[src/rtl/comp_serial_ctrl_pkg.sv]
// Shared encodings for the bit-serial A<=B comparator: relation codes and FSM states.
// The relation codes are also used by the combinational cell.
package comp_serial_ctrl_pkg;

    typedef enum logic [1:0] {
        REL_EQ = 2'b00,
        REL_GT = 2'b01,
        REL_LT = 2'b10
    } rel_t;

    typedef enum logic [1:0] {
        ST_IDLE = 2'b00,
        ST_RUN  = 2'b01,
        ST_DONE = 2'b10
    } state_t;

endpackage

[src/rtl/comp_celda.sv]
// Combinational comparator cell, MSB-first: the first differing bit decides the relation.
// Reusable as one stage of the parallel comparator network.
module comp_celda
    import comp_serial_ctrl_pkg::*;
(
    input  logic [1:0] rel_in,
    input  logic       a,
    input  logic       b,
    output logic [1:0] rel_out
);

    always_comb begin
        rel_out = rel_in;
        if (rel_in == REL_EQ) begin
            if (a && !b) begin
                rel_out = REL_GT;
            end else if (!a && b) begin
                rel_out = REL_LT;
            end else begin
                rel_out = REL_EQ;
            end
        end
    end

endmodule

[src/rtl/comp_serial_ctrl.sv]
// Bit-serial A<=B comparator: latches A/B on start and feeds one bit per clock to comp_celda.
// Optional COMP_EARLY_EXIT_EN finishes as soon as the first differing bit has been seen.
module comp_serial_ctrl
    import comp_serial_ctrl_pkg::*;
#(
    parameter int N = 3
) (
    input  logic         clk,
    input  logic         rst,
    input  logic         start,
    input  logic [N-1:0] A,
    input  logic [N-1:0] B,
    output logic         busy,
    output logic         done,
    output logic         Zout,
    output logic [1:0]   dbg_state
);

    localparam int CNT_W = $clog2(N) + 1;
    localparam logic [CNT_W-1:0] CNT_LAST = CNT_W'(N - 1);

    state_t           state_q, state_d;
    logic [N-1:0]     sa_q, sa_d;
    logic [N-1:0]     sb_q, sb_d;
    logic [CNT_W-1:0] cnt_q, cnt_d;
    logic [1:0]       rel_q, rel_d;
    logic             busy_q, busy_d;
    logic             done_q, done_d;
    logic             zout_q, zout_d;
    logic [1:0]       rel_next;
    logic             finish;

    comp_celda u_cell (
        .rel_in  (rel_q),
        .a       (sa_q[N-1]),
        .b       (sb_q[N-1]),
        .rel_out (rel_next)
    );

    // A decided relation can never change again, so early exit only skips redundant bits.
`ifdef COMP_EARLY_EXIT_EN
    assign finish = (cnt_q == CNT_LAST) || (rel_next != REL_EQ);
`else
    assign finish = (cnt_q == CNT_LAST);
`endif

    always_comb begin
        state_d = state_q;
        sa_d    = sa_q;
        sb_d    = sb_q;
        cnt_d   = cnt_q;
        rel_d   = rel_q;
        zout_d  = zout_q;
        case (state_q)
            ST_IDLE: begin
                if (start) begin
                    sa_d    = A;
                    sb_d    = B;
                    rel_d   = REL_EQ;
                    cnt_d   = '0;
                    state_d = ST_RUN;
                end
            end
            ST_RUN: begin
                rel_d = rel_next;
                sa_d  = sa_q << 1;
                sb_d  = sb_q << 1;
                cnt_d = cnt_q + CNT_W'(1);
                if (finish) begin
                    zout_d  = (rel_next != REL_GT);
                    state_d = ST_DONE;
                end
            end
            ST_DONE: begin
                state_d = ST_IDLE;
            end
            default: begin
                state_d = ST_IDLE;
            end
        endcase
        // Status outputs are registered from the next state so they line up with state_q.
        busy_d = (state_d != ST_IDLE);
        done_d = (state_d == ST_DONE);
    end

    always_ff @(posedge clk) begin
        if (rst) begin
            state_q <= ST_IDLE;
            sa_q    <= '0;
            sb_q    <= '0;
            cnt_q   <= '0;
            rel_q   <= REL_EQ;
            busy_q  <= 1'b0;
            done_q  <= 1'b0;
            zout_q  <= 1'b0;
        end else begin
            state_q <= state_d;
            sa_q    <= sa_d;
            sb_q    <= sb_d;
            cnt_q   <= cnt_d;
            rel_q   <= rel_d;
            busy_q  <= busy_d;
            done_q  <= done_d;
            zout_q  <= zout_d;
        end
    end

    assign busy      = busy_q;
    assign done      = done_q;
    assign Zout      = zout_q;
    assign dbg_state = state_q;

endmodule

[config.mk]
export PLATFORM = sky130hd
export DESIGN_NAME = comp_serial_ctrl
export DESIGN_NICKNAME = d
export VERILOG_FILES = /design/src/rtl/comp_serial_ctrl_pkg.sv /design/src/rtl/comp_celda.sv /design/src/rtl/comp_serial_ctrl.sv
export SDC_FILE = /design/constraint.sdc
export NUM_CORES = 1
export LEC_CHECK = 0
export CAP_MARGIN = 20
export CELL_PAD_IN_SITES_DETAIL_PLACEMENT = 0
export CELL_PAD_IN_SITES_GLOBAL_PLACEMENT = 2
export CORE_MARGIN = 4
export CORE_UTILIZATION = 32
export CTS_CLUSTER_SIZE = 14
export DETAILED_ROUTE_END_ITERATION = 12
export HOLD_SLACK_MARGIN = 0.15
export PLACE_DENSITY = 0.78
export SLEW_MARGIN = 20
export SYNTH_ARGS = -nofsm -noshare
export SYNTH_HDL_FRONTEND = slang
export SYNTH_SLANG_ARGS = --single-unit
[constraint.sdc]
create_clock -name clk -period 3.1 [get_ports clk]
set_input_delay 0.775 -clock clk [delete_from_list [all_inputs] [get_ports clk]]
set_output_delay 0.775 -clock clk [all_outputs]
set_load 0.01 [all_outputs]
==> out/results.txt <==
status - finished clean
Mapped Area - 730.7 sq um
Buf/Inv on CP - 1
gr usage total - 10.73%
HP Class - register to register
Hold Fails Final Rpt - 0
CTS-repair resized insts - 0
core area - 2191 sq um
Critical-path top delay cell - dfxtp_1
Layout Nets - 101
delay-heaviest family, CP - flip-flops
global-route wire length before repair - 2635 um
share of layout cells above drive strength 1 - 14.61%
I/O pin cnt - 14
post-synthesis mux area share - 2.740%
CP startpoint kind - register
largest net degree at the start of global routing - 18
Clock Skews - 0.002488 ns
Design Area, Final - 907.1 sq um
Yosys reg bits - 16
routed via count - 560
Setup TNS - 0 ns
Int Pwr - 319.7 uW
critical path class - register to output port
ANT nets after route - 0
RSZ-0062 raised after global routing - false
clock sink total - 16
DRC - 0
total power - 428.3 uW
die height - 55.79 um
placed cell area - 870.8 sq um
largest family of logic cells by synthesized area - simple AND/OR/NAND/NOR gates
Post-Synth Adder-Cell Area - 3.425%
number of core rows - 17
initial drt markers - 13
DRT Wirelength - 1508 um
Area growth syn-to-layout - 24.14%
initial cell density of the core - 33.35%
Net Sw Frac - 25.34%
largest area contributor in the netlist - dfxtp_1
commonest non-fill, non-tap cells in the layout - 16 x dfxtp_1, 13 x clkdlybuf4s50_1, 11 x nor2_1, 9 x a21oi_1, 4 x inv_1
H-tree depth - 1
Max Freq - 407.2 MHz
clock latency on the worst-skew pair - 0.29 ns
top cell type's share of synthesized area - 43.84%
GR Overflow Total - 0
Synth cell types - 28
pre-CTS setup slack - 0.9783 ns
fin crit share - 79.21%
Synth Area in XOR/XNOR - 0%
syn avg cell area - 9.614 sq um
cells along the critical path - clkdlybuf4s50_1
Die ar. - 3112 sq um
Synth Warn # - 0
# setup viols final - 0
vias per cell - 4.786
antenna fix cells - 0
DR pass1 iterations - 4
Clk pwr share - 33.3%
Final Max Tran Viols - 0
initial antenna violation count - 0
Worst Path Max Fanout - 17
element type at the critical path end - output port
vias in the first global route - 573
Root Driver - clkbuf_4
required time of the critical path - 2.32 ns
Worst-path clk slew - 0.10 ns
Worst Max-Slew Pin Slew - 0.6919 ns
postcts setup bufs - 0
CTS Hold Buffers Added - 0
power per standard cell area - 472.1 nW/um^2
Post-DP HPWL - 993.9 um
Post-Synth Simple-Gate Area - 26.03%
Arrival @ worst endpoint - 1.68 ns
Synth Area in Compound Gates - 18.49%
syn nets - 87
Inserted Clock Buffers - 3
leading cell type in the layout, fill and taps excluded - dfxtp_1
Worst IR Drop VDD - 0.0002030 V
PnR worst setup slack - 0.6445 ns
LEAKAGE - 0.3311 nW
Net Switching - 108.5 uW
wire length per cell - 12.89 um
RD Place Congestion - 0.7380
CTS tree - built
clk buf depth - 2
Port Buffers - 13
Final min period - 2.456 ns
Seq pwr share - 53.4%
top post-synthesis cells by area - dfxtp_1 44%, a21oi_1 6.2%, nor2_1 5.7%
max cap viols - 0
DIE WIDTH - 55.79 um
Max-slew headroom - 53.73%
Gate Count Post-Synth - 76
Logic pwr share - 13.3%
sequential element share of the synthesized area - 43.84%
Largest stage delay, worst path - 0.74 ns
==> final cells by class <==
type,instances,area [sq um]
well taps,28,35.03
fillers,234,1284
flip-flops and latches,16,320.3
multi-input cells,52,370.4
clock buffers,4,36.28
inverters,4,15.01
repair buffers,13,130.1
==> Yosys cell counts, drive strengths merged <==
master and instances:
a21oi 9, o21bai 1, buf 3, nand2b 2, nor2 13, ha 2, dfxtp 16, nand4b 1
clkbuf 1, or2b 2, a22oi 2, mux2i 2, o21ai 1, a311oi 1, o31a 1, o21ba 1
a211oi 2, nor2b 1, nor3b 4, inv 4, nand2 1, nand4 1, nand4bb 1, or3b 2
nor3 2
==> metal layers <==
layer  part of all wire [%]  global-route usage [%]  vias up
met3                    4.7                   4.176        2
met2                     43                   14.70       10
met5                      0                       0        -
met1                     51                   14.47      260
li1                       -                       -      288
met4                   0.80                   5.208        0
==> stage by stage <==
stage               util [%]  std cells  hold slack (ns)
floorplan                  -         76           0.4593
global placement       39.75        113           0.4773
detailed placement     39.75        113           0.4840
CTS                    41.40        117           0.5006
global route           41.40        117           0.5523
finish                 41.40        117           0.5004
==> sequential cells by signal (all words and copies together), names as in the netlist <==
register   flops
Zout           1
dbg_state      2
busy           1
cnt_q          3
sa_q           3
rel_q          2
done           1
sb_q           3
==> cells by family after synthesis <==
family	after synthesis
buf+inv	8
mux	2
compound gates	18
simple gates	30
fa+ha+maj	2
flops	16
==> power by group through the flow <==
stage               logic (mW)  clock network [mW]  registers, mW
floorplan               0.0399                   0          0.229
global placement        0.0570                   0          0.233
detailed placement      0.0573                   0          0.233
CTS                     0.0578               0.148          0.229
global route            0.0636               0.157          0.231
finish                  0.0569               0.143          0.229
==> worst paths after layout <==
| check | startpoint | to | slack, ns | cells after the start |
|---|---|---|---|---|
| setup / recovery | dbg_state[0] | dbg_state[0] | 0.64 | 1 |
| hold / removal | rel_q[0] | rel_q[0] | 0.50 | 2 |
| setup reg to reg | dbg_state[0] | Zout | 1.64 | 2 |
| hold reg to reg | rel_q[0] | rel_q[0] | 0.50 | 2 |
(Power assumes the default switching activity.)
